<file path="src/rtl/tmds_pkg.sv">
// Shared constants and helpers for the pipelined TMDS 8b/10b channel encoder.
// Holds the control-period codes, the symbol width and the disparity counter width.
package tmds_pkg;

    localparam int SYM_W = 10;
    localparam int CNT_W = 5;

    localparam logic [SYM_W-1:0] CTRL_00 = 10'b1101010100;
    localparam logic [SYM_W-1:0] CTRL_01 = 10'b0010101011;
    localparam logic [SYM_W-1:0] CTRL_10 = 10'b0101010100;
    localparam logic [SYM_W-1:0] CTRL_11 = 10'b1010101011;

    function automatic logic [SYM_W-1:0] ctrl_symbol(input logic [1:0] ctrl);
        logic [SYM_W-1:0] sym;
        case (ctrl)
            2'b00:   sym = CTRL_00;
            2'b01:   sym = CTRL_01;
            2'b10:   sym = CTRL_10;
            default: sym = CTRL_11;
        endcase
        return sym;
    endfunction

endpackage

</file>
<file path="src/rtl/tmds_popcount8.sv">
// Combinational population count of an 8-bit word (result 0..8).
module tmds_popcount8 (
    input  logic [7:0] din,
    output logic [3:0] cnt
);

    always_comb begin
        cnt = '0;
        for (int i = 0; i < 8; i++) begin
            cnt = cnt + {3'b000, din[i]};
        end
    end

endmodule

</file>
<file path="src/rtl/tmds_encoder_pipe.sv">
// DVI TMDS 8b/10b encoder for one colour channel, three register stages on the pixel clock:
// input + N1(D), transition-minimised qm + N1/N0(qm), DC-balanced 10-bit symbol.
module tmds_encoder_pipe
    import tmds_pkg::*;
#(
    parameter bit C_dc_reset_on_blank = 1'b1
) (
    input  logic             clk_pixel,
    input  logic             reset,
    input  logic [7:0]       in_data,
    input  logic [1:0]       in_ctrl,
    input  logic             in_blank,
    output logic [SYM_W-1:0] out_symbol
);

    localparam logic signed [CNT_W-1:0] CNT_TWO = CNT_W'(2);

    logic [7:0]              data_p1_d, data_p1_q;
    logic [1:0]              ctrl_p1_d, ctrl_p1_q;
    logic                    blank_p1_d, blank_p1_q;
    logic [3:0]              n1d_p1_d, n1d_p1_q;

    logic                    use_xnor;
    logic [8:0]              qm_p2_d, qm_p2_q;
    logic [3:0]              n1q_p2_d, n1q_p2_q;
    logic [3:0]              n0q_p2_d, n0q_p2_q;
    logic [1:0]              ctrl_p2_d, ctrl_p2_q;
    logic                    blank_p2_d, blank_p2_q;

    logic                    qm8;
    logic signed [CNT_W-1:0] n1s, n0s, diff;
    logic [SYM_W-1:0]        sym_d, sym_q;
    logic signed [CNT_W-1:0] cnt_d, cnt_q;

    // ---- stage 1: capture pixel and count its ones
    tmds_popcount8 u_pop_data (
        .din (in_data),
        .cnt (n1d_p1_d)
    );

    always_comb begin
        data_p1_d  = in_data;
        ctrl_p1_d  = in_ctrl;
        blank_p1_d = in_blank;
    end

    always_ff @(posedge clk_pixel) begin
        data_p1_q <= data_p1_d;
        n1d_p1_q  <= n1d_p1_d;
        if (reset) begin
            blank_p1_q <= 1'b1;
            ctrl_p1_q  <= 2'b00;
        end else begin
            blank_p1_q <= blank_p1_d;
            ctrl_p1_q  <= ctrl_p1_d;
        end
    end

    // ---- stage 2: transition minimisation
    always_comb begin
        use_xnor   = (n1d_p1_q > 4'd4) || ((n1d_p1_q == 4'd4) && !data_p1_q[0]);
        qm_p2_d    = '0;
        qm_p2_d[0] = data_p1_q[0];
        for (int i = 1; i < 8; i++) begin
            qm_p2_d[i] = use_xnor ? ~(qm_p2_d[i-1] ^ data_p1_q[i])
                                  :  (qm_p2_d[i-1] ^ data_p1_q[i]);
        end
        qm_p2_d[8] = ~use_xnor;
        n0q_p2_d   = 4'd8 - n1q_p2_d;
        ctrl_p2_d  = ctrl_p1_q;
        blank_p2_d = blank_p1_q;
    end

    tmds_popcount8 u_pop_qm (
        .din (qm_p2_d[7:0]),
        .cnt (n1q_p2_d)
    );

    always_ff @(posedge clk_pixel) begin
        qm_p2_q  <= qm_p2_d;
        n1q_p2_q <= n1q_p2_d;
        n0q_p2_q <= n0q_p2_d;
        if (reset) begin
            blank_p2_q <= 1'b1;
            ctrl_p2_q  <= 2'b00;
        end else begin
            blank_p2_q <= blank_p2_d;
            ctrl_p2_q  <= ctrl_p2_d;
        end
    end

    // ---- stage 3: DC balance against the running disparity
    always_comb begin
        qm8   = qm_p2_q[8];
        n1s   = $signed({1'b0, n1q_p2_q});
        n0s   = $signed({1'b0, n0q_p2_q});
        diff  = n1s - n0s;
        sym_d = sym_q;
        cnt_d = cnt_q;
        if (blank_p2_q) begin
            sym_d = ctrl_symbol(ctrl_p2_q);
            cnt_d = C_dc_reset_on_blank ? '0 : cnt_q;
        end else if ((cnt_q == '0) || (n1q_p2_q == n0q_p2_q)) begin
            sym_d = {~qm8, qm8, qm8 ? qm_p2_q[7:0] : ~qm_p2_q[7:0]};
            cnt_d = qm8 ? (cnt_q + diff) : (cnt_q - diff);
        end else if (((cnt_q > 0) && (n1q_p2_q > n0q_p2_q)) ||
                     ((cnt_q < 0) && (n0q_p2_q > n1q_p2_q))) begin
            sym_d = {1'b1, qm8, ~qm_p2_q[7:0]};
            cnt_d = cnt_q + (qm8 ? CNT_TWO : '0) - diff;
        end else begin
            sym_d = {1'b0, qm8, qm_p2_q[7:0]};
            cnt_d = cnt_q - (qm8 ? '0 : CNT_TWO) + diff;
        end
    end

    always_ff @(posedge clk_pixel) begin
        if (reset) begin
            sym_q <= CTRL_00;
            cnt_q <= '0;
        end else begin
            sym_q <= sym_d;
            cnt_q <= cnt_d;
        end
    end

    assign out_symbol = sym_q;

endmodule

</file>
<file path="config.mk">
export PLATFORM = sky130hd
export DESIGN_NAME = tmds_encoder_pipe
export DESIGN_NICKNAME = d
export VERILOG_FILES = /design/src/rtl/tmds_pkg.sv /design/src/rtl/tmds_popcount8.sv /design/src/rtl/tmds_encoder_pipe.sv
export SDC_FILE = /design/constraint.sdc
export NUM_CORES = 1
export LEC_CHECK = 0
export ABC_AREA = 1
export CAP_MARGIN = 20
export CORE_ASPECT_RATIO = 1.1
export CORE_MARGIN = 5
export CORE_UTILIZATION = 52
export CTS_CLUSTER_SIZE = 24
export DETAILED_ROUTE_END_ITERATION = 8
export HOLD_SLACK_MARGIN = 0.06
export PLACE_DENSITY = 0.73
export SLEW_MARGIN = 20
export SYNTH_ARGS = -nofsm -noshare
export SYNTH_HDL_FRONTEND = slang
export SYNTH_SLANG_ARGS = --single-unit
</file>
<file path="constraint.sdc">
create_clock -name clk_pixel -period 3.5 [get_ports clk_pixel]
set_clock_uncertainty 0.1 [all_clocks]
set_input_delay 0.875 -clock clk_pixel [delete_from_list [all_inputs] [get_ports clk_pixel]]
set_output_delay 0.875 -clock clk_pixel [all_outputs]
set_load 0.05 [all_outputs]
</file>
; ---- After elaboration in Yosys (flattened, before gate mapping)
; Index checks and enable logic that the tools add are counted.
[totals]
out_inout_bits = 10
input_bits = 13
regBits = 50
word_cells = 86
[op_classes]
muxes = 17
n_eq_ne = 4
n_reduce_logical = 10
bitwise = 17
add_sub_neg = 22
order_cmp = 5
[ops]
columns = operator, n
row1 = $add 4x1->4, 12
row2 = $mux 10, 3
row3 = $pmux 10 s3, 1
row4 = $mux 5, 3
row5 = $add 5x5->5, 2
row6 = $sub 5x5->5, 2
row7 = $not 1->1, 9
row8 = $gt 4x4->1, 2
row9 = $mux 8, 1
row10 = $not 8->8, 1
row11 = $mux 1, 7
row12 = $xor 1x1->1, 7
row13 = $add 5x2->5, 1
row14 = $gt 5x1->1 const B, 1
row15 = $logic_not 5->1, 1
row16 = $lt 5x1->1 const B, 1
row17 = $sub 4x4->5, 1
row18 = $sub 5x2->5, 1
row19 = $add 1x1->2, 2
row20 = $eq 4x3->1 const B, 1
row21 = $eq 4x4->1, 1
row22 = $gt 4x3->1 const B, 1
row23 = $mux 2, 2
row24 = $sub 4x4->4 const A, 1
row25 = 7 further kinds, 11

; ---- Logic depth before layout (Yosys ltp)
; Gate-level depths: netlist of run 1.
[logic_depth]
ltp_word = 24
mapped_depth = 19
ltp_nobuf = 19

; ---- Hierarchy
; A second synthesis of run 1 with hierarchy kept.
[unflattened]
cells_unflattened = 315
area_unflattened_um2 = 2697.6
[by_module_without_submodules]
columns = mod, cells_per_inst, n_inst, area_each_um2
row1 = tmds_encoder_pipe, 257, 1, 2294.7
row2 = tmds_popcount8, 29, 2, 201.4

; ---- Worst setup path before layout of run 1
; No wires, ideal clock.
[synth_path]
path_type = reg2reg
start = reg data_p1_q[0]
end = reg n0q_p2_q[2]
n_path_buf = 0
t_arrival_ps = 3562
period_less_slack_ps = 3784
path_slack_ps = -284
stages_incl_launch_ff = 15
setup_ps = 122
cell_sequence = dfxtp_1 inv_1 o31ai_1 nand2_1 xnor2_1 ha_1 inv_1 fa_1 inv_1 fa_1 fa_1 fa_1 inv_1 ha_1 xnor2_1
[synth_via]
elab_chain_len = 24
[synth_rtl]
columns = item, line
row1 = from (decl), tmds_encoder_pipe.sv:18  ; logic [7:0] data_p1_d, data_p1_q;
row2 = from (signal assigned), tmds_encoder_pipe.sv:48  ; data_p1_q <= data_p1_d;
row3 = $logic_not 1->1, tmds_encoder_pipe.sv:61  ; use_xnor = (n1d_p1_q > 4'd4) || ((n1d_p1_q == 4'd4) && !data_p1_q[0]);
row4 = $logic_and 1x1->1, tmds_encoder_pipe.sv:61
row5 = $logic_or 1x1->1, tmds_encoder_pipe.sv:61
row6 = $mux 1 (*), tmds_encoder_pipe.sv:65  ; qm_p2_d[i] = use_xnor ? ~(qm_p2_d[i-1] ^ data_p1_q[i])
row7 = via qm_p2_d[1], tmds_encoder_pipe.sv:24  ; logic [8:0] qm_p2_d, qm_p2_q;
row8 = branches (longest 18 deep; another with $add 4x1->4), -
row9 = $add 4x1->4 (*), tmds_popcount8.sv:10  ; cnt = cnt + {3'b000, din[i]};
row10 = via n1q_p2_d[1], tmds_encoder_pipe.sv:25  ; logic [3:0] n1q_p2_d, n1q_p2_q;
row11 = $sub 4x4->4 (*), tmds_encoder_pipe.sv:69  ; n0q_p2_d = 4'd8 - n1q_p2_d;
row12 = via n0q_p2_d[2], tmds_encoder_pipe.sv:26  ; logic [3:0] n0q_p2_d, n0q_p2_q;
row13 = to (signal assigned), tmds_encoder_pipe.sv:82  ; n0q_p2_q <= n0q_p2_d;
row14 = to (decl), tmds_encoder_pipe.sv:26
; Mark *: on every way through the listed nets, which the timed path passes.
; A chain may end at the register's enable or synchronous reset.

; ---- Worst setup path in the final report of run 1
[layout_path]
start = reg n1d_p1_q[0]
end = reg n0q_p2_q[2]
[layout_via]
elab_chain_len = 24
[layout_rtl]
columns = item, line
row1 = from (decl), tmds_encoder_pipe.sv:21  ; logic [3:0] n1d_p1_d, n1d_p1_q;
row2 = from (signal assigned), tmds_encoder_pipe.sv:49  ; n1d_p1_q <= n1d_p1_d;
row3 = branches (longest 2 deep; another with $gt 4x3->1), -
row4 = $logic_or 1x1->1 (*), tmds_encoder_pipe.sv:61
row5 = $mux 1 (*), tmds_encoder_pipe.sv:65
row6 = via qm_p2_d[1], tmds_encoder_pipe.sv:24
row7 = branches (longest 18 deep; another with $add 4x1->4), -
row8 = $add 4x1->4 (*), tmds_popcount8.sv:10
row9 = via n1q_p2_d[1], tmds_encoder_pipe.sv:25
row10 = $sub 4x4->4 (*), tmds_encoder_pipe.sv:69
row11 = via n0q_p2_d[2], tmds_encoder_pipe.sv:26
; Marked as above.

==> out/qor.yml, run 1 <==
outcome:
  status: "finished with violations"
  failed_checks: "negative setup slack"
sta:
  worstMarginPinSlew_ns: 0.530
  clock.fmax_ghz: 0.275
  period_minus_slack_ns: 3.64
  hold_violations: 0
  rsz0062_at_grt: "yes"
  relSlewSlack: 0.646
  period_share: 1.04
  hold_ws_ns: 0.308
  setup_slack_ns: -0.141
  finalSetupViolCount: 3
  slew_viol_final: 0
placed_design:
  detailed_place_hpwl_um: 3620
  io_buffers: 22
  gp_congestion: 0.794
synth:
  synth-seq-cells: 48
  synth-seq-area-share: 0.360
  yosysWarnings: 0
  synth_cell_types: 30
  netlist.area_leader.share: 0.360
  synthCells: 303
  synth_area_leaders: "dfxtp_1 (36%), ha_1 (14%), fa_1 (9.8%)"
  syn_avg_cell_area_sq_um: 8.81
  syn_area_sq_mm: 0.00267
  syn_nets: 358
  synth.largest_area_cell: "dfxtp_1"
setup_path:
  slowest_stage: "fa_2"
  cpMostUsedCell: "inv_2"
  regToRegSetupSlack_ns: -0.14
  crit_path_start_kind: "flip-flop"
  endpoint_kind: "flip-flop"
  cp_num_buf_inv: 3
  reg2reg_from: "n1d_p1_q[0]"
  crit_path_start: "n1d_p1_q[0]"
  cp-endpoint: "n0q_p2_q[2]"
  required_ns: 3.59
  rr_worst_depth: 13
  critical_path_arrival_ns: 3.73
  cp_top_family: "adder cells"
  criticalPathCategory: "reg2reg"
  cp.depth: 13
  max_stage_delay_ns: 0.56
  rr_endpoint: "n0q_p2_q[2]"
  cp_max_fo: 3
  crit_chain: "o31ai_4 -> nand2_2 -> xnor2_2 -> ha_1 -> inv_2 -> fa_1 -> inv_2 -> fa_1 -> fa_2 -> fa_2 -> inv_2 -> ha_4 -> xnor2_1"
floorplanning:
  io_pins: 23
  start_util: 0.534
  rows: 27
  fp.dieH_um: 85.1
  die_x_um: 78.3
  die-area_sq_mm: 0.00667
  core-area_sq_mm: 0.00500
detailed_routing:
  wl_per_cell_um: 10.8
  drc: 0
  vias_per_cell: 4.77
  vias: 1905
  ant_nets: 0
  drtPass1Iterations: 4
  drt-total-wl_um: 4320
  drt_iter0_markers: 32
global_route:
  gr-total-overflow: 0
  grt_max_degree: 17
  antenna_found_initial: 0
  grt_pass1_vias: 1903
  grt_use_total: 0.147
  grt_pass1_wl_um: 7850
flow_run:
  cap_viol_max_count: 0
cts:
  clkLatencyLatePin_ns: 0.30
  ctsHoldBuffers: 0
  cts_tree: "built"
  cts-buffers-inserted: 5
  cts.sinks: 48
  clockBufferDepth: 2
  clk_pin_slew_worst_paths_ns: 0.09
  cts_max_level: 2
  cts_root_buffer: "clkbuf_8"
final_layout:
  area_growth_pct: 19.8
  drive_gt1_frac: 0.144
  num_antenna_cells: 0
  nets: 395
hold_path:
  hold_class: "reg2reg"
flip-flops by register name, indices dropped and copies added, names as in the netlist, named ones only:
| register | flops |
|---|---|
| out_symbol | 10 |
| qm_p2_q | 9 |
| data_p1_q | 8 |
| cnt_q | 4 |
| n1d_p1_q | 4 |
| n0q_p2_q | 3 |
| n1q_p2_q | 3 |
| ctrl_p1_q | 2 |
| ctrl_p2_q | 2 |
| blank_p1_q | 1 |
| blank_p2_q | 1 |
routing by layer:
| metal | share of wire | vias to the layer above | track usage |
|---|---|---|---|
| met1 | 0.40 | 860 | 0.147 |
| met2 | 0.55 | 29 | 0.296 |
| met4 | 0.017 | 0 | 0.0525 |
| met3 | 0.032 | 5 | 0.0265 |
| li1 | - | 1011 | - |
| met5 | 0 | - | 0 |
worst min path at each step:
stage	start	to	slack, ns	depth (start not counted)
global route	ctrl_p1_q[1]	ctrl_p2_q[1]	0.34	2
CTS	ctrl_p1_q[0]	ctrl_p2_q[0]	0.31	2
detailed placement	ctrl_p1_q[0]	ctrl_p2_q[0]	0.30	2
finish	ctrl_p1_q[0]	ctrl_p2_q[0]	0.31	2
global placement	ctrl_p1_q[1]	ctrl_p2_q[1]	0.29	2
floorplan	data_p1_q[0]	qm_p2_q[0]	0.28	0
logic make-up after synthesis:
| logic type | count (synthesis) | synth area share |
|---|---|---|
| buffers and inverters | 68 | 0.0985 |
| AO/OA/AOI/OAI | 20 | 0.0474 |
| flip-flops | 48 | 0.360 |
| XOR/XNOR | 23 | 0.0811 |
| adder cells (fa/ha/maj) | 42 | 0.233 |
| AND/OR/NAND/NOR | 102 | 0.180 |
through the flow:
step | utilization | worst slack (ns) | TNS (ns) | std cells | instance area (sq um)
2_1_floorplan | - | -0.187 | -0.506 | 303 | 2680
3_3_place_gp | 0.604 | -0.143 | -0.533 | 389 | 3020
3_5_place_dp | 0.604 | -0.223 | -0.939 | 389 | 3020
4_1_cts | 0.632 | -0.204 | -0.547 | 399 | 3160
5_1_grt | 0.640 | -0.287 | -0.863 | 399 | 3200
6_report | 0.640 | -0.141 | -0.321 | 399 | 3200
cell usage after synthesis:
master,number
nand3b_1,2
and2_1,1
o21ai_1,4
a31oi_1,1
xnor2_1,11
fa_1,13
nand4_1,4
inv_1,64
xnor2_2,1
o211ai_1,5
nand2_2,4
inv_2,2
clkbuf_1,1
nand2_1,48
o31ai_1,2
nand3_2,2
a21oi_1,4
or2_2,6
nor2_1,10
or2_1,1
xor2_2,1
nand3_1,22
o21ai_0,2
ha_1,29
o21ai_2,2
nand2_4,1
nor3_1,1
xor2_1,10
dfxtp_1,48
buf_6,1
tightest hold or removal path: stages, from the launching register on:
cell and delay (ns):
dfxtp_1 0.31, inv_1 0.04, nor2_1 0.03
layout by cell type, fill, tap and decap left out, types with 2 or more instances in the layout:
master,synthesis,final
nand2_2,4,5
nand4_1,4,4
or2_2,6,6
buf_4,0,10
ha_1,29,28
nand3_2,2,2
inv_2,2,6
o21ai_1,4,4
xor2_2,1,2
a21oi_1,4,4
nor2_1,10,10
nand3_1,22,22
dfxtp_1,48,47
o21ai_0,2,2
xor2_1,10,9
fa_1,13,11
o211ai_1,5,5
xnor2_1,11,10
nand2_1,48,47
clkbuf_8,0,5
fa_2,0,2
clkdlybuf4s50_1,0,22
inv_1,64,60
nand3b_1,2,2
o21ai_2,2,2
what timing repair did:
action                                 4_1_cts  5_1_grt
gates resized for setup                      1       11
setup endpoints to repair                    4        5
endpoints found under the hold margin        0        0
setup buffers                                2        0
cell type report:
type / instances / area [sq um]
well taps: 58 / 72.6
clock buffers: 5 / 68.8
fillers: 431 / 1800
inverters: 66 / 248
flip-flops and latches: 48 / 962
multi-input cells: 187 / 1510
repair buffers: 32 / 295
clock inverters: 3 / 46.3
Power of run 1 is not shown: default switching activity piles up to over one toggle a cycle in this logic, so the estimate is an artifact.
==> run 2, diff against run 1 <==
--- a/config.mk
+++ b/config.mk
@@ -6,15 +6,16 @@
 export NUM_CORES = 1
 export LEC_CHECK = 0
 export ABC_AREA = 1
-export CAP_MARGIN = 20
 export CORE_ASPECT_RATIO = 1.1
 export CORE_MARGIN = 5
 export CORE_UTILIZATION = 52
 export CTS_CLUSTER_SIZE = 24
 export DETAILED_ROUTE_END_ITERATION = 8
 export HOLD_SLACK_MARGIN = 0.06
+export MAX_ROUTING_LAYER = met4
 export PLACE_DENSITY = 0.73
 export SLEW_MARGIN = 20
 export SYNTH_ARGS = -nofsm -noshare
 export SYNTH_HDL_FRONTEND = slang
+export SYNTH_HIERARCHICAL = 1
 export SYNTH_SLANG_ARGS = --single-unit
==> run 2 against run 1 <==
  * Worst hold slack worse by 0.0031 ns
  * Cell area up 3.6%
  * The flow still finishes with violations (negative setup slack)
  * Flip-flop and latch count unchanged
  * Count of clock-buffer cells in the layout unchanged
  * Fmax down 5.3%
  * Final cell count up 4.5%
==> out/qor.yml, run 2 <==
outcome:
  status: "finished with violations"
  failed_checks: "negative setup slack"
detailed_routing:
  vias_per_cell: 4.66
  drc: 0
  drt-total-wl_um: 4440
  drt_iter0_markers: 52
  wl_per_cell_um: 10.6
  vias: 1942
  drtPass1Iterations: 4
  ant_nets: 0
synth:
  synth_cell_types: 30
  synthAdderAreaFrac: 0.203
  synth_area_leaders: "dfxtp_1 (36%), ha_1 (11%), inv_1 (10%)"
  netlist.area_leader.share: 0.356
  synth-simple-area-share: 0.164
  synthCells: 315
  syn_avg_cell_area_sq_um: 8.56
  synth.most_common_cell: "inv_1"
  synthMuxAreaShare: 0
  ys_dominant_reg_cell: "dfxtp_1"
  synth-seq-area-share: 0.356
  syn_area_sq_mm: 0.00270
  synthArstFlopShare: 0
  synth_edf_count: 0
  yosysWarnings: 6
  synth_top_family_by_area: "adder cells"
  synth.largest_area_cell: "dfxtp_1"
  synth_compound_area_frac: 0.0603
  synth-xor-area-share: 0.105
  synth_commonest_cells: "inv_1 (74), nand2_1 (52), dfxtp_1 (48), ha_1 (23), nand3_1 (22)"
  syn_nets: 364
  synth-seq-cells: 48
sta:
  period_share: 1.10
  hold_violations: 0
  worstMarginPinSlew_ns: 0.532
  finalSetupViolCount: 5
  setup_slack_ns: -0.345
  clock.fmax_ghz: 0.260
  slew_viol_final: 0
  period_minus_slack_ns: 3.84
  rsz0062_at_grt: "yes"
  hold_ws_ns: 0.305
  relSlewSlack: 0.643
floorplanning:
  die_x_um: 78.7
  fp.dieH_um: 85.5
  rows: 27
  core-area_sq_mm: 0.00503
  io_pins: 23
  die-area_sq_mm: 0.00673
  start_util: 0.536
cts:
  clkLatencyLatePin_ns: 0.30
  ctsHoldBuffers: 0
  cts_tree: "built"
  cts.sinks: 48
  clk_pin_slew_worst_paths_ns: 0.09
  cts_root_buffer: "clkbuf_8"
  cts_max_level: 2
  clockBufferDepth: 2
  cts-buffers-inserted: 5
placed_design:
  gp_congestion: 0.838
  placed_cells: 404
  io_buffers: 22
  detailed_place_hpwl_um: 3560
  place_area_sq_mm: 0.00308
hold_path:
  min_from: "ctrl_p1_q[1]"
  min_path_cells: 2
  hold_class: "reg2reg"
final_layout:
  layout_common_cells: "inv_1 (69), nand2_1 (51), dfxtp_1 (46)"
  drive_gt1_frac: 0.159
  num_antenna_cells: 0
  largest_register_ffs: 10
  area_growth_pct: 22.8
  stdcell_area_sq_mm: 0.00331
  nets: 407
  layout_commonest_cell: "inv_1"
  fin_cells: 417
global_route:
  gr-total-overflow: 0
  grt_max_degree: 17
  antenna_found_initial: 0
  grt_pass1_wl_um: 7730
  grt_pass1_vias: 1935
  grt_use_total: 0.148
setup_path:
  required_ns: 3.59
  critical_path_arrival_ns: 3.94
  rr_worst_depth: 16
  cp_max_fo: 3
  endpoint_kind: "flip-flop"
  crit_path_start: "n1d_p1_q[0]"
  reg2reg_from: "n1d_p1_q[0]"
  criticalPathCategory: "reg2reg"
  crit_path_start_kind: "flip-flop"
flow_run:
  cap_viol_max_count: 0
==> run 2: final cells by class <==
type	count	area [sq um]
fillers	444	1720
multi-input cells	187	1530
flip-flops and latches	48	966
repair buffers	38	340
inverters	78	293
well taps	58	72.6
clock buffers	5	68.8
clock inverters	3	47.5
==> run 2: stage by stage <==
step | util | TNS (ns) | worst slack (ns)
final | 0.658 | -1.10 | -0.345
after global routing | 0.658 | -1.76 | -0.468
after CTS | 0.641 | -1.23 | -0.358
after detailed placement | 0.612 | -1.86 | -0.373
after global placement | 0.612 | -1.41 | -0.307
after floorplan | - | -0.808 | -0.285
==> run 2: critical path: stages (launching register included) <==
cell and delay (ns):
dfxtp_2 0.33, o31ai_4 0.23, nand2_2 0.12, xnor2_4 0.16, xnor2_2 0.18, inv_1 0.07, fa_1 0.47, fa_1 0.51
fa_1 0.40, inv_1 0.07, ha_2 0.18, inv_2 0.04, fa_1 0.45, inv_2 0.11, inv_2 0.06, ha_4 0.15
xnor2_1 0.11
==> run 2: final timing paths <==
check,endpoint,slack [ns]
worst max-delay path,n0q_p2_q[2],-0.34
worst min-delay path,ctrl_p2_q[1],0.30
worst max register to register,n0q_p2_q[2],-0.34
worst min register to register,ctrl_p2_q[1],0.30
==> run 2: kinds of logic (layout without fill, tap and decap cells) <==
family                   Yosys count  after routing
AO/OA/AOI/OAI                     25             25
AND/OR/NAND/NOR                  100            100
flip-flops                        48             48
XOR/XNOR                          26             26
adder cells (fa/ha/maj)           36             36
buffers and inverters             80            124
==> run 2: repair_timing <==
item | in CTS | in global routing
resized for setup | 11 | 9
setup endpoints to repair | 6 | 5
pin swaps | 7 | 4
endpoints found under the hold margin | 0 | 0
buffers inserted | 2 | 3
==> run 2: per-layer routing <==
metal	GRT usage	share of wire	wire (um)
met1	0.159	0.41	1810
met2	0.262	0.54	2380
met5	-	0	0
met4	0.0572	0.020	89
met3	0.0357	0.034	153
Power of run 2 is left out for the same reason.
